**config.mk**
```make
export PLATFORM = sky130hd
export DESIGN_NAME = podium_entry_collector
export DESIGN_NICKNAME = d
export VERILOG_FILES = /design/src/rtl/podium_entry_collector_pkg.sv /design/src/rtl/podium_slot_store.sv /design/src/rtl/podium_entry_collector.sv
export SDC_FILE = /design/constraint.sdc
export NUM_CORES = 1
export LEC_CHECK = 0
export BUFFER_PORTS_ARGS = -buffer_cell sky130_fd_sc_hd__buf_4
export CAP_MARGIN = 20
export CORE_UTILIZATION = 48
export CTS_BUF_LIST = sky130_fd_sc_hd__clkbuf_2 sky130_fd_sc_hd__clkbuf_4 sky130_fd_sc_hd__clkbuf_8
export DETAILED_ROUTE_END_ITERATION = 16
export MAX_ROUTING_LAYER = met4
export PLACE_DENSITY = 0.79
export SETUP_SLACK_MARGIN = 0.02
export SKIP_CTS_REPAIR_TIMING = 1
export SYNTH_ARGS = -nofsm -noshare
export SYNTH_HDL_FRONTEND = slang
export SYNTH_SLANG_ARGS = --single-unit
```
**constraint.sdc**
```tcl
create_clock -name clk -period 2.1 [get_ports clk]
set_input_delay 0.105 -clock clk [delete_from_list [all_inputs] [get_ports clk]]
set_output_delay 0.105 -clock clk [all_outputs]
set_load 0.02 [all_outputs]
```
**src/rtl/podium_entry_collector_pkg.sv**
```systemverilog
// Package: podium_entry_collector_pkg
// Purpose: Shared types and constants for the podium entry collector.
//   Holds the FSM state encoding and frame geometry. The permutation checker
//   downstream uses the same frame geometry.
// Contents:
//   state_t       - collector FSM states (COLLECT = 1'b0, FULL = 1'b1)
//   PODIUM_SLOTS  - places per frame (4)
//   PODIUM_ID_W   - finisher ID width (2)
package podium_entry_collector_pkg;

  localparam int PODIUM_SLOTS = 4;
  localparam int PODIUM_ID_W  = 2;

  typedef enum logic {
    ST_COLLECT = 1'b0,
    ST_FULL    = 1'b1
  } state_t;

endpackage

```
**src/rtl/podium_slot_store.sv**
```systemverilog
// Module: podium_slot_store
// Purpose: 4-entry register file holding the places of the current frame.
//   Supports one write per cycle and a synchronous clear of all slots.
//   When PODIUM_DUP_REJECT_EN is defined, it also reports whether a query ID
//   is already held in one of the filled slots.
// Ports:
//   clk, rst          - clock and synchronous active-high reset
//   clr               - synchronous clear of all slots
//   wr_en, wr_idx     - write enable and slot index
//   wr_id             - ID to store
//   N0..N3            - slot contents
//   fill, query       - (PODIUM_DUP_REJECT_EN) filled-slot count and ID to look up
//   present           - (PODIUM_DUP_REJECT_EN) query matches a filled slot
module podium_slot_store
  import podium_entry_collector_pkg::*;
#(
  parameter int ID_W = PODIUM_ID_W
) (
  input  logic            clk,
  input  logic            rst,
  input  logic            clr,
  input  logic            wr_en,
  input  logic [1:0]      wr_idx,
  input  logic [ID_W-1:0] wr_id,
`ifdef PODIUM_DUP_REJECT_EN
  input  logic [2:0]      fill,
  input  logic [ID_W-1:0] query,
  output logic            present,
`endif
  output logic [ID_W-1:0] N0,
  output logic [ID_W-1:0] N1,
  output logic [ID_W-1:0] N2,
  output logic [ID_W-1:0] N3
);

  logic [ID_W-1:0] slot [PODIUM_SLOTS];

  // Slot register file: reset/clear wipes every place, otherwise one write per cycle.
  always_ff @(posedge clk) begin
    if (rst || clr) begin
      for (int i = 0; i < PODIUM_SLOTS; i++) begin
        slot[i] <= '0;
      end
    end else if (wr_en) begin
      slot[wr_idx] <= wr_id;
    end else begin
      slot <= slot;
    end
  end

`ifdef PODIUM_DUP_REJECT_EN
  // Duplicate lookup: only slots below the fill level hold real entries.
  always_comb begin
    present = 1'b0;
    for (int i = 0; i < PODIUM_SLOTS; i++) begin
      present = present | ((3'(i) < fill) && (slot[i] == query));
    end
  end
`endif

  assign N0 = slot[0];
  assign N1 = slot[1];
  assign N2 = slot[2];
  assign N3 = slot[3];

endmodule

```
**src/rtl/podium_entry_collector.sv**
```systemverilog
// Module: podium_entry_collector
// Purpose: Collects four finisher IDs over a valid/ready handshake into a
//   podium frame (places 1st..4th) and presents it until the consumer takes it.
//   A partially filled frame is discarded after TIMEOUT idle cycles.
// Configuration macro: PODIUM_DUP_REJECT_EN - when defined, an ID that is
//   already in the frame is consumed but not stored, and dup_err pulses.
// Ports:
//   clk, rst             - clock and synchronous active-high reset
//   in_valid/in_ready    - input handshake, in_id is the next place's finisher
//   out_valid/out_ready  - frame handshake, N0..N3 hold the frame
//   count                - places filled so far (0..4)
//   abort                - one-cycle pulse, partial frame dropped by timeout
//   dup_err              - one-cycle pulse, duplicate ID dropped
// Timing: abort and dup_err are registered, so each pulse appears in the cycle
//   after the cycle that causes it, together with the updated count.
module podium_entry_collector
  import podium_entry_collector_pkg::*;
#(
  parameter int ID_W    = PODIUM_ID_W,
  parameter int TIMEOUT = 15,
  parameter int TO_W    = 4
) (
  input  logic            clk,
  input  logic            rst,
  input  logic            in_valid,
  output logic            in_ready,
  input  logic [ID_W-1:0] in_id,
  output logic            out_valid,
  input  logic            out_ready,
  output logic [ID_W-1:0] N0,
  output logic [ID_W-1:0] N1,
  output logic [ID_W-1:0] N2,
  output logic [ID_W-1:0] N3,
  output logic [2:0]      count,
  output logic            abort,
  output logic            dup_err
);

  state_t          state, state_next;
  logic [2:0]      count_next;
  logic [TO_W-1:0] timer, timer_next;
  logic            abort_next, dup_next;
  logic            accept, is_dup, store_en, clr, counting, expire;

`ifdef PODIUM_DUP_REJECT_EN
  logic id_present;
`endif

  podium_slot_store #(.ID_W(ID_W)) u_store (
    .clk     (clk),
    .rst     (rst),
    .clr     (clr),
    .wr_en   (store_en),
    .wr_idx  (count[1:0]),
    .wr_id   (in_id),
`ifdef PODIUM_DUP_REJECT_EN
    .fill    (count),
    .query   (in_id),
    .present (id_present),
`endif
    .N0      (N0),
    .N1      (N1),
    .N2      (N2),
    .N3      (N3)
  );

  // Handshake decode and timeout expiry detection.
  always_comb begin
    in_ready = (state == ST_COLLECT) && !rst;
    accept   = in_valid && in_ready;
`ifdef PODIUM_DUP_REJECT_EN
    is_dup   = id_present;
`else
    is_dup   = 1'b0;
`endif
    store_en = accept && !is_dup;
    // The timer only runs while a partial frame waits for more IDs.
    counting = (state == ST_COLLECT) && (count != 3'd0) && !accept;
    expire   = (TIMEOUT != 0) && counting && (timer == TO_W'(TIMEOUT));
  end

  // Next-state, fill count, timer and pulse generation.
  always_comb begin
    state_next = state;
    count_next = count;
    timer_next = timer;
    clr        = 1'b0;
    abort_next = 1'b0;
    dup_next   = 1'b0;
    case (state)
      ST_COLLECT: begin
        if (accept) begin
          // Any accepted ID, even a rejected duplicate, counts as activity.
          timer_next = '0;
          if (store_en) begin
            count_next = count + 3'd1;
            if (count == 3'd3) begin
              state_next = ST_FULL;
            end else begin
              state_next = ST_COLLECT;
            end
          end else begin
            dup_next = 1'b1;
          end
        end else if (expire) begin
          abort_next = 1'b1;
          clr        = 1'b1;
          count_next = 3'd0;
          timer_next = '0;
        end else if (counting && (timer != TO_W'(TIMEOUT))) begin
          timer_next = timer + TO_W'(1);
        end else begin
          timer_next = timer;
        end
      end
      ST_FULL: begin
        timer_next = '0;
        if (out_ready) begin
          state_next = ST_COLLECT;
          count_next = 3'd0;
          clr        = 1'b1;
        end else begin
          state_next = ST_FULL;
        end
      end
      default: begin
        state_next = ST_COLLECT;
        count_next = 3'd0;
        timer_next = '0;
        clr        = 1'b1;
      end
    endcase
  end

  // State, counters and registered status outputs.
  always_ff @(posedge clk) begin
    if (rst) begin
      state     <= ST_COLLECT;
      count     <= 3'd0;
      timer     <= '0;
      out_valid <= 1'b0;
      abort     <= 1'b0;
      dup_err   <= 1'b0;
    end else begin
      state     <= state_next;
      count     <= count_next;
      timer     <= timer_next;
      out_valid <= (state_next == ST_FULL);
      abort     <= abort_next;
      dup_err   <= dup_next;
    end
  end

endmodule

```
# After elaboration in Yosys (flattened, before gate mapping)
# Index checks and enable logic that the tools add are counted.
word_totals:
  ff_bits: 17
  inputBits: 6
  wordCells: 52
op_classes:
  n_addsub: 2
  magnitude_cmp: 2
  n_eq_ne: 6
  muxes: 19
  bitwise: 2
  n_reduce_logical: 13
ops:
  columns: ["cell", "count"]
  rows:
  - ["4-bit two-way mux", 3]
  - ["3-bit two-way mux", 3]
  - ["8-bit bitwise mux", 1]
  - ["4-bit one-hot mux with 2 select lines", 1]
  - ["1-bit logical AND", 7]
  - ["1-bit two-way mux", 6]
  - ["3-bit one-hot mux with 2 select lines", 1]
  - ["4-bit by 1-bit adder with 4-bit output, second input constant", 1]
  - ["2-bit demux with 2-bit select", 1]
  - ["4-bit == test, second input constant", 1]
  - ["4-bit by 3-bit inequality test with 1-bit output, second input constant", 1]
  - ["4-bit inequality test, second input constant", 1]
  - ["1-bit one-hot mux with 2 select lines", 2]
  - ["3-bit by 1-bit adder with 3-bit output, second input constant", 1]
  - ["3-bit by 2-bit == test with 1-bit output, second input constant", 1]
  - ["3-bit greater-or-equal comparator, second input constant", 1]
  - ["3-bit by 1-bit < comparator with 1-bit output, second input constant", 1]
  - ["3-bit inequality test, second input constant", 1]
  - ["2-bit NOT with 3-bit output", 1]
  - ["3-bit nonzero test", 1]
  - ["1-bit logical NOT", 2]
  - ["2-bit two-way mux", 1]
  - ["2-bit inequality test, second input constant", 1]
  - ["2-bit AND reduction", 1]
  - ["3 further kinds", 3]

# Depth between registers and ports, before layout
# Gate-level depths: netlist of run 1.
depth:
  ltp_word: 10
  depth_mapped: 6
  ltp_nobuf: 5

# Hierarchy
# A second synthesis of run 1 with hierarchy kept.
hier_totals:
  hier_cells: 94
  hier_area_um2: 908.4
by_module_without_submodules:
  columns: ["module", "n_inst", "cells_each", "area_each_um2", "seq_area_each_um2"]
  rows:
  - ["podium_entry_collector", 1, 64, 541.8, 180.2]
  - ["podium_slot_store", 1, 30, 366.6, 160.2]

# Worst setup path after synthesis of run 1
# OpenSTA, ideal clock, no wires.
synth_path:
  path_kind: "reg-to-reg"
  startpoint: "register count[0]"
  endpoint: "register timer[3]"
  setup_time_ps: 70
  t_arrival_ps: 1667
  required_time_ps: 2030
  setup_slack_ps: 363
  path_stages_with_launch: 7
  path_buffers: 1
  path_cell_list: "dfxtp_1 inv_1 ha_1 nor2b_1 buf_6 or4_1 a21oi_1"
synth_between:
  elab_chain_len: 7
  word_cells_on_any_way: 9
  cone_classes: "eq/ne: 1; mux: 3; reduce/logical: 5"
synth_lines:
  columns: ["element", "line_no", "text"]
  rows:
  - ["from (decl)", "podium_entry_collector.sv:34", "output logic [2:0] count,"]
  - ["from (signal assigned)", "podium_entry_collector.sv:146", "count <= count_next;"]
  - ["3-bit nonzero test (*)", "podium_entry_collector.sv:78", "counting = (state == ST_COLLECT) && (count != 3'd0) && !accept;"]
  - ["1-bit logical AND (*) (2 in series)", "podium_entry_collector.sv:78", null]
  - ["1-bit logical AND", "podium_entry_collector.sv:79", "expire = (TIMEOUT != 0) && counting && (timer == TO_W'(TIMEOUT));"]
  - ["4-bit two-way mux", "podium_entry_collector.sv:105", "end else if (expire) begin"]
  - ["4-bit two-way mux", "podium_entry_collector.sv:92", "if (accept) begin"]
  - ["4-bit one-hot mux with 2 select lines", "podium_entry_collector.sv:90", "case (state)"]
  - ["to (signal assigned)", "podium_entry_collector.sv:147", "timer <= timer_next;"]
  - ["to (decl)", "podium_entry_collector.sv:41", "logic [TO_W-1:0] timer, timer_next;"]
# Mark *: on every way between the ends. The rest lies on a longest branch, timed or not.
# A chain may end at the register's enable or synchronous reset.

# Worst setup path after layout of run 1
layout_path:
  startpoint: "register count[1]"
  endpoint: "register u_store.slot (netlist bit u_store.N0[0])"
layout_between:
  elab_chain_len: 8
  word_cells_on_any_way: 15
  cone_classes: "order compare: 2; mux: 6; bitwise: 1; reduce/logical: 6"
layout_lines:
  columns: ["element", "line_no", "text"]
  rows:
  - ["branches (longest 8 deep; another with 3-bit greater-or-equal comparator)", null, null]
  - ["to (signal, indexed assignment)", "podium_slot_store.sv:45", "slot[wr_idx] <= wr_id;"]
  - ["to (signal assigned)", "podium_slot_store.sv:47", "slot <= slot;"]
  - ["to (decl)", "podium_slot_store.sv:36", "logic [ID_W-1:0] slot [PODIUM_SLOTS];"]
# Parallel ways; which one is timed is not known.

==> run metrics, run 1 <==
post-synthesis sequential area ratio 37.9%; num ports 21; n_diodes 0; port buffer count 19; Worst slew margin 61.2%; clock-pin transition on the worst setup and hold timing paths 0.11 ns; register-to-register path setup slack 0.36 ns; Core Rows 15; RSZ-0062 raised after global routing no; Util after Layout 61.1%; Tightest Pin Transition 0.581 ns; die extent in y 45.3 µm; Comb power frac 16.3%; Final Max Slew Viols 0; number of fill cells 152; P_leak 0.429 nW; HPWL after DPL 1.33 mm; CP max stage delay 0.50 ns; Synth warnings 0; final setup fails 0; ranking of synthesized cells by area dfxtp_1 38%, mux2i_1 8.9%, ha_1 8.4%; Inserted Clock Buffers 3; vias in the first global route 708; area grow syn2layout 18.8%; most frequent cells in the layout 19 x buf_4, 17 x dfxtp_1; Synth area leader dfxtp_1; crit-path leading delay family simple AND/OR/NAND/NOR gates; Worst VDD drop 0.000387 V; crit path kind reg2reg; Slowest-stage cell, CP nor4_4; largest net degree at the start of global routing 17; Multi-input gate area 507 µm²; post-layout net count 128; Worst-Skew Late Latency 0.30 ns; CP required 2.28 ns; crit start category register; Die X 45.3 µm; status finished clean; Root Driver clkbuf_4; register bit total from synthesis 17; Worst Hold Class in2reg; ratio of cells with drive above 1 in the final layout 24.3%; Starting DRT DRC Count 15; core area 1750 µm²; peak fanout along the critical path 9; fmax 576 MHz; Post-Route Skew 0.0119 ns; CP endpoint kind register; Distinct cells, synth 29; power per cell area 588 nW/µm²; switch share 29.0%; Max-cap violations 0; initial core utilization 51.5%; setup TNS 0 ns; router iterations before antenna repair 4; arrival time at the worst endpoint 1.91 ns; H-tree Lvls 1; syn_nets 109; period utilization 82.6%; register area 340 µm²; Avg WL per Cell 13.1 µm; Num Clock Sinks 17; Final min period 1.74 ns; sequential share of power 54.6%; CTS tree done; GRT Util Overall 22.1%; first-pass GRT wire length 3.15 mm; total internal power 445 µW; Sw Pwr 182 µW; CTS max path bufs 2; initial antenna violation count 0; drt via density 5.38; mean post-synth cell area 9.26 µm²; CP Buf/Inv Count 1; drt drc 0; Clock Power Share 29.2%; DRT Wirelength 1.83 mm; cell count after synthesis 97; Final Hold Fails 0; most common cell after layout, fill and taps aside buf_4; Final ANT Viol Nets 0; CP Cell Sequence inv_1 -> ha_1 -> nor2b_1 -> nor4_4 -> nor3_1; vias post-DR 753; total gr overflow 0; total power 628 µW; GPL Wtd Cong 0.773; area share of the largest cell type after synthesis 37.9%; synthesized cell area 898 µm²; die area 2050 µm²
[cell families (layout without fill, tap and decap cells)]
logic type	after synthesis	after routing	share of synthesized area (%)
other	1	1	0.417
adders and majority gates	6	6	8.36
DFF	17	17	37.9
AOI/OAI and AO/OA	15	15	10.7
and+or+nand+nor	40	40	28.0
muxes	8	8	8.91
buffers and inverters	10	28	5.71
[registers in the layout, indices dropped and copies added, names as in the netlist]
signal,cells
timer,4
count,3
u_store.N0,2
u_store.N1,2
u_store.N2,2
u_store.N3,2
abort,1
state,1
[Yosys cell counts (all sizes together)]
library cell  count
or3               1
or2b              1
and4bb            4
a311oi            1
buf               4
ha                6
a221oi            1
clkbuf            1
nor4              1
nand2             8
conb              1
nor2b             4
o31ai             1
dfxtp            17
nand2b            1
or4               1
nor3              8
and2              1
mux2i             8
a21oi             8
a21o              2
o22a              1
nor2              5
nand3b            3
nand3             2
o211ai            1
inv               5
[worst paths after layout]
path,start,to,depth (start not counted)
worst max-delay path,count[1],u_store.N0[0],5
worst min-delay path,rst,count[0],2
worst max register to register,count[1],u_store.N0[0],5
worst min register to register,timer[1],timer[1],2
[power by group through the flow]
stage,logic (mW),registers (mW),clock network [mW]
after floorplan,0.0649,0.356,0
after global placement,0.0991,0.349,0
after detailed placement,0.101,0.350,0
after CTS,0.101,0.342,0.188
after global routing,0.114,0.344,0.202
final,0.102,0.342,0.183
[cell type report]
type,instances,area share (%)
inverter,5,1.76
clock inverter,1,0.469
clock buffer,3,2.11
multi-input combinational,70,47.5
sequential,17,31.9
tap,25,2.93
timing repair buffer,19,13.4
[routing by layer]
| layer | up-vias | part of all wire (%) | track usage, % |
|---|---|---|---|
| li1 | 376 | - | - |
| met4 | 0 | 1.8 | 12.1 |
| met3 | 6 | 5.7 | 4.40 |
| met5 | - | 0 | - |
| met1 | 347 | 47 | 30.5 |
| met2 | 24 | 45 | 29.9 |
[per-stage QoR]
step | area, µm² | cells | worst slack, ns | hold slack (ns)
6_report | 1070 | 140 | 0.364 | 0.0547
5_1_grt | 1070 | 140 | 0.176 | 0.0474
4_1_cts | 1070 | 140 | 0.354 | 0.0428
3_5_place_dp | 1040 | 136 | 0.374 | 0.366
3_3_place_gp | 1040 | 136 | 0.410 | 0.362
2_1_floorplan | 898 | 97 | 0.363 | 0.292
(Power assumes the default switching activity.)
==> run 2: changes to the inputs <==
--- a/config.mk
+++ b/config.mk
@@ -5,13 +5,14 @@
 export SDC_FILE = /design/constraint.sdc
 export NUM_CORES = 1
 export LEC_CHECK = 0
+export ABC_AREA = 1
 export BUFFER_PORTS_ARGS = -buffer_cell sky130_fd_sc_hd__buf_4
 export CAP_MARGIN = 20
 export CORE_UTILIZATION = 48
 export CTS_BUF_LIST = sky130_fd_sc_hd__clkbuf_2 sky130_fd_sc_hd__clkbuf_4 sky130_fd_sc_hd__clkbuf_8
 export DETAILED_ROUTE_END_ITERATION = 16
 export MAX_ROUTING_LAYER = met4
-export PLACE_DENSITY = 0.79
+export PLACE_DENSITY = 0.82
 export SETUP_SLACK_MARGIN = 0.02
 export SKIP_CTS_REPAIR_TIMING = 1
 export SYNTH_ARGS = -nofsm -noshare
==> constraint.sdc (replaced) <==
create_clock -name clk -period 1.58 [get_ports clk]
set_input_delay 0.079 -clock clk [delete_from_list [all_inputs] [get_ports clk]]
set_output_delay 0.079 -clock clk [all_outputs]
set_load 0.02 [all_outputs]
==> run 2 against run 1 <==
  * Sequential share of layout area fell by 1.5 points
  * Worst setup slack worse by 0.12 ns
  * Power is 35% higher
  * Clock skew decreased by 0.010 ns
  * Critical path depth increased by 4
  * Sequential cell count unchanged
  * Synthesized area grew 1.9%
==> run metrics, run 2 <==
peak fanout along the critical path 5 (-4); setup TNS 0 ns (unchanged); list of most frequent post-synthesis cells 27 x nand2_1, 17 x dfxtp_1, 12 x nand3_1, 10 x inv_1, 9 x nor2_1; HPWL after DPL 1.33 mm (+0.13%); clock-pin transition on the worst setup and hold timing paths 0.10 ns (about the same); top flop regs timer: 4 flops, count: 3 flops; Inserted Clock Buffers 3 (unchanged); Root Driver clkbuf_4; CP endpoint kind register; ranking of synthesized cells by area dfxtp_1 37%, nand2_1 11%, ha_1 8.2%; CP required 1.77 ns (-0.51 ns); GRT Util Overall 20.7% (-1.4 points); power per cell area 755 nW/µm² (+28%); max reg flops 4 (unchanged); status finished clean; cell count after synthesis 114 (+18%); Worst Hold Class in2reg; CP Cell Sequence inv_2 -> ha_4 -> nand2_1 -> nand2_4 -> o21ai_1 -> nor2_2 -> nand2_1 -> nand2_1 -> nor2_1; crit path kind reg2reg; mean post-synth cell area 8.03 µm² (-13%); Final Max Slew Viols 0 (unchanged); port buffer count 19 (unchanged); fmax 749 MHz (+30%); die area 2090 µm² (+1.9%); register bit total from synthesis 17 (unchanged); period utilization 84.5% (+1.9 points); CP Buf/Inv Count 1 (unchanged); largest net degree at the start of global routing 17 (unchanged); RSZ-0062 raised after global routing no; register area 342 µm² (+0.37%); Post-Route Skew 0.00143 ns (-0.0104 ns); drt via density 4.80 (-11%); area grow syn2layout 22.5%; die extent in y 45.7 µm (+0.93%); number of fill cells 147 (-3.3%); Worst VDD drop 0.000433 V (+12%); Starting DRT DRC Count 5 (-10); Crit path depth 9 (+4); dpl ws 0.118 ns (-0.256 ns); syn_nets 126 (+16%); Max-cap violations 0 (unchanged); num ports 21 (unchanged); most common cell after layout, fill and taps aside nand2_1; top-count cell post-synth nand2_1; final setup fails 0 (unchanged); initial antenna violation count 0 (unchanged); largest reg by FF count timer; Avg WL per Cell 10.7 µm (-18%); CTS tree done; EDFF count, synth 0 (unchanged); total power 847 µW (+35%); DRT Wirelength 1.73 mm (-5.8%); Final ANT Viol Nets 0 (unchanged); Core Rows 15 (unchanged); Num Clock Sinks 17 (unchanged); GPL Wtd Cong 0.829 (+7.2%); Synth warnings 0 (unchanged); Final min period 1.34 ns (-0.400 ns); crit-path leading delay family simple AND/OR/NAND/NOR gates; first-pass GRT wire length 3.04 mm (-3.3%); Util after Layout 63.6% (+2.5 points); ratio of cells with drive above 1 in the final layout 33.8% (+9.5 points); core area 1760 µm² (+1.1%); area share of the largest cell type after synthesis 37.2% (-0.72 points); initial core utilization 51.9% (+0.45 points); post-layout net count 149 (+16%); P_leak 0.497 nW (+16%); most frequent cells in the layout 27 x nand2_1, 20 x buf_4, 16 x dfxtp_1; Synth area leader dfxtp_1; Final WS setup 0.245 ns (-0.120 ns); post-synthesis sequential area ratio 37.2% (-0.72 points); Cells on Worst Hold Path 2 (unchanged); R2R cell count 9 (+4); H-tree Lvls 1 (unchanged); crit start category register; CP max stage delay 0.36 ns (-0.14 ns); vias post-DR 773 (+2.7%); drt drc 0 (unchanged); synthesized cell area 916 µm² (+1.9%); register-to-register path setup slack 0.24 ns (-0.12 ns); Slowest-stage cell, CP dfxtp_2; Distinct cells, synth 23 (-21%); router iterations before antenna repair 3 (-1); n_diodes 0 (unchanged); vias in the first global route 755 (+6.6%); fraction of registers with async set/reset 0% (unchanged); Multi-input gate area 523 µm² (+3.2%); Die X 45.7 µm (+0.93%); Worst-Skew Late Latency 0.28 ns (-0.02 ns); Top FF cell, synth dfxtp_1; CP most frequent cell nand2_1; Final Hold Fails 0 (unchanged); arrival time at the worst endpoint 1.53 ns (-0.38 ns); CTS max path bufs 2 (unchanged); total gr overflow 0 (unchanged)
[run 2: cell types whose count changed after synthesis, sizes merged, moves of 7 or more]
| cell | before | now |
|---|---|---|
| nand3 | 2 | 13 |
| nor3 | 8 | 1 |
| mux2i | 8 | 0 |
| nand2 | 8 | 31 |
| a21oi | 8 | 15 |
| nor2 | 5 | 13 |
[run 2: path summary, 6_finish.rpt]
path	from	end
worst max-delay path	count[0]	count[2]
worst min-delay path	rst	timer[1]
worst max register to register	count[0]	count[2]
worst min register to register	u_store.N2[1]	u_store.N2[1]
[run 2: cells by family after synthesis]
group           share of synthesized area, %
xor+xnor                               0.956
fa+ha+maj                               8.20
compound gates                          12.6
simple gates                            33.6
other cells                            0.409
flops                                   37.2
buf+inv                                 7.10
[run 2: metrics by stage]
step / hold slack (ns) / instance area, µm² / instances
floorplan: 0.148 / 916 / 114
global placement: 0.324 / 1080 / 157
detailed placement: 0.327 / 1080 / 157
CTS: 0.0194 / 1110 / 161
global route: 0.0118 / 1120 / 161
finish: 0.0245 / 1120 / 161
[run 2: area by class of cell]
type                       count  share of cell area (%)
clock buffer                   4                    2.68
inverter                      11                    4.12
multi-input combinational     84                    46.6
sequential                    17                    30.4
tap                           25                    2.79
timing repair buffer          20                    13.4
[run 2: routing by layer]
layer  share of wire, %  track usage (%)  wire [µm]
met5                  0                -          0
met4               0.58             9.09         10
met3                3.7             3.97         64
met2                 49             32.9        842
met1                 47             25.2        809
[run 2: where the power goes]
| group | leakage (nW) | internal (mW) | switching (mW) |
|---|---|---|---|
| logic | 0.341 | 0.0570 | 0.0912 |
| clock network | 0.0184 | 0.115 | 0.134 |
| registers | 0.138 | 0.440 | 0.00933 |
| total | 0.497 | 0.613 | 0.234 |
==> run 3: changes to the inputs <==
--- a/config.mk
+++ b/config.mk
@@ -12,7 +12,7 @@
 export CTS_BUF_LIST = sky130_fd_sc_hd__clkbuf_2 sky130_fd_sc_hd__clkbuf_4 sky130_fd_sc_hd__clkbuf_8
 export DETAILED_ROUTE_END_ITERATION = 16
 export MAX_ROUTING_LAYER = met4
-export PLACE_DENSITY = 0.82
+export PLACE_DENSITY = 0.79
 export SETUP_SLACK_MARGIN = 0.02
 export SKIP_CTS_REPAIR_TIMING = 1
 export SYNTH_ARGS = -nofsm -noshare
==> constraint.sdc (replaced) <==
create_clock -name clk -period 1.4 [get_ports clk]
set_input_delay 0.07 -clock clk [delete_from_list [all_inputs] [get_ports clk]]
set_output_delay 0.07 -clock clk [all_outputs]
set_load 0.02 [all_outputs]
==> run 3 against run 2 <==
  * The run now ends with negative hold slack left
  * Final cell count up 1.9%
  * Non-clock buffer count up 3
  * Sequential power up 12%
  * Maximum frequency up 2.4%
  * Count of clock-buffer cells in the layout unchanged
  * Critical endpoint is now count[0]
  * Via count up 6.3%
  * Routed wire length up 8.6%
  * Clock power up 14%
  * First-iteration DRC count rose to 4.4 times the previous value
  * Die area unchanged
  * Final area up 3.6%
  * Clock skew up 0.015 ns
==> run metrics, run 3 (synthesized netlist as in run 2, its figures left out) <==
top flop regs timer: 4 flops, count: 3 flops; GRT met2 Usage 33.7% (+0.86 points); post-layout net count 152 (+2.0%); Comb power frac 18.8% (+1.3 points); Worst VDD drop 0.000589 V (+36%); Final min period 1.30 ns (-0.0318 ns); Max-cap violations 0 (unchanged); period utilization 93.1% (+8.6 points); GPL Wtd Cong 0.822 (-0.78%); largest reg by FF count timer; Top Usage Layer GRT met2; met1 Use GR 24.8% (-0.43 points); CP most frequent cell nand2_1; Worst-Skew Late Latency 0.30 ns (+0.02 ns); H-tree Lvls 1 (unchanged); final setup fails 0 (unchanged); R2R cell count 9 (unchanged); max reg flops 4 (unchanged); HPWL after DPL 1.39 mm (+4.5%); CP max stage delay 0.38 ns (+0.02 ns); peak fanout along the critical path 4 (-1); router iterations before antenna repair 4 (+1); Worst Hold Class in2reg; num ports 21 (unchanged); ratio of cells with drive above 1 in the final layout 39.6% (+5.7 points); core area 1760 µm² (unchanged); Avg WL per Cell 11.4 µm (+6.6%); switch share 28.0% (+0.36 points); Clock Power Share 29.2% (-0.2 points); CTS max path bufs 2 (unchanged); crit start category register; port buffer count 19 (unchanged); power per cell area 835 nW/µm² (+11%); register-to-register path setup slack 0.1 ns (-0.15 ns); Post-Route Skew 0.0164 ns (+0.0150 ns); GRT Util Overall 20.7% (about the same); failing checks negative hold slack; CP Cell Sequence inv_2 -> ha_4 -> nand2_2 -> nand2_4 -> o21ai_1 -> nor2_2 -> nand2_1 -> nand2_1 -> nor2_1; CP required 1.61 ns (-0.16 ns); status finished with violations; CTS tree done; drt drc 0 (unchanged); vias post-DR 822 (+6.3%); Util after Layout 65.9% (+2.3 points); hold slack final -0.00622 ns (-0.0308 ns); Hold Path Sink count[1]; drt via density 5.01 (+4.4%); crit path kind reg2reg; clock-pin transition on the worst setup and hold timing paths 0.10 ns (about the same); Num Clock Sinks 17 (unchanged); Core Rows 15 (unchanged); P_leak 0.511 nW (+2.7%); total internal power 698 µW (+14%); initial antenna violation count 0 (unchanged); Cells on Worst Hold Path 2 (unchanged); setup TNS 0 ns (unchanged); first-pass GRT wire length 2.97 mm (-2.5%); n_diodes 0 (unchanged); total gr overflow 0 (unchanged); Die X 45.7 µm (unchanged); most frequent cells in the layout 26 x nand2_1, 23 x buf_4, 14 x dfxtp_1; most common cell after layout, fill and taps aside nand2_1; Reg-to-Reg End count[0]; HP Start rst; DRT Wirelength 1.88 mm (+8.6%); Root Driver clkbuf_4; vias in the first global route 698 (-7.5%); largest net degree at the start of global routing 17 (unchanged); Sw Pwr 272 µW (+16%); grt met3 use 3.57% (-0.40 points); dpl cell area 1080 µm² (+0.23%); initial core utilization 51.9% (unchanged); Final Hold Fails 1 (+1); Finished Cell Area 1160 µm² (+3.6%); Final ANT Viol Nets 0 (unchanged); Critical R2R Launch count[1]; RSZ-0062 raised after global routing no; sequential share of power 52.0% (-1.1 points); CP endpoint kind register; fmax 767 MHz (+2.4%); Starting DRT DRC Count 22 (+17); Inserted Clock Buffers 3 (unchanged); arrival time at the worst endpoint 1.51 ns (-0.02 ns); die area 2090 µm² (unchanged); die extent in y 45.7 µm (unchanged); Slowest-stage cell, CP dfxtp_4; Final Max Slew Viols 0 (unchanged); area grow syn2layout 26.9%; number of fill cells 156 (+6.1%)
[run 3: through the flow]
stage	power (mW)	worst slack, ns	std cells
6_report	0.970	0.0966	164
3_3_place_gp	0.678	0.105	157
2_1_floorplan	0.633	0.0233	114
5_1_grt	1.02	0.0273	164
3_5_place_dp	0.684	0.0401	157
4_1_cts	0.963	0.0196	161
[run 3: worst max path at each step]
stage,startpoint,end,slack (ns)
floorplan,count[0],u_store.N0[0],0.02
global placement,count[0],u_store.N3[1],0.11
detailed placement,count[0],u_store.N3[0],0.04
CTS,count[0],u_store.N0[1],0.02
global route,count[1],count[2],0.03
finish,count[1],count[0],0.1
[run 3: layout make-up]
class                      instances  area [µm²]  area share (%)
inverter                          11        46.3            3.98
timing repair buffer              23         173            14.9
tap                               25        31.3            2.69
sequential                        17         349            30.0
clock buffer                       4        30.0            2.58
multi-input combinational         84         533            45.9
[run 3: critical path, delay by kind of cell, from the launching register on]
kind	cells	cell delay (ns)
compound gates	1	0.08
fa+ha+maj	1	0.15
buf+inv	1	0.09
flops	1	0.38
simple gates	6	0.52
[run 3: routing by layer]
metal  up-vias  part of all wire, %  routed length (µm)
li1        419                    -                   -
met4         0                  3.1                  58
met1       366                   45                 845
met5         -                    0                   0
met2        29                   47                 873
met3         8                  5.3                 100
[run 3: power groups by stage]
stage / Clock [mW] / Combinational, mW / Sequential (mW)
5_1_grt: 0.315 / 0.199 / 0.508
6_report: 0.283 / 0.182 / 0.505
2_1_floorplan: 0 / 0.105 / 0.528
3_5_place_dp: 0 / 0.164 / 0.520
3_3_place_gp: 0 / 0.160 / 0.518
4_1_cts: 0.290 / 0.165 / 0.508
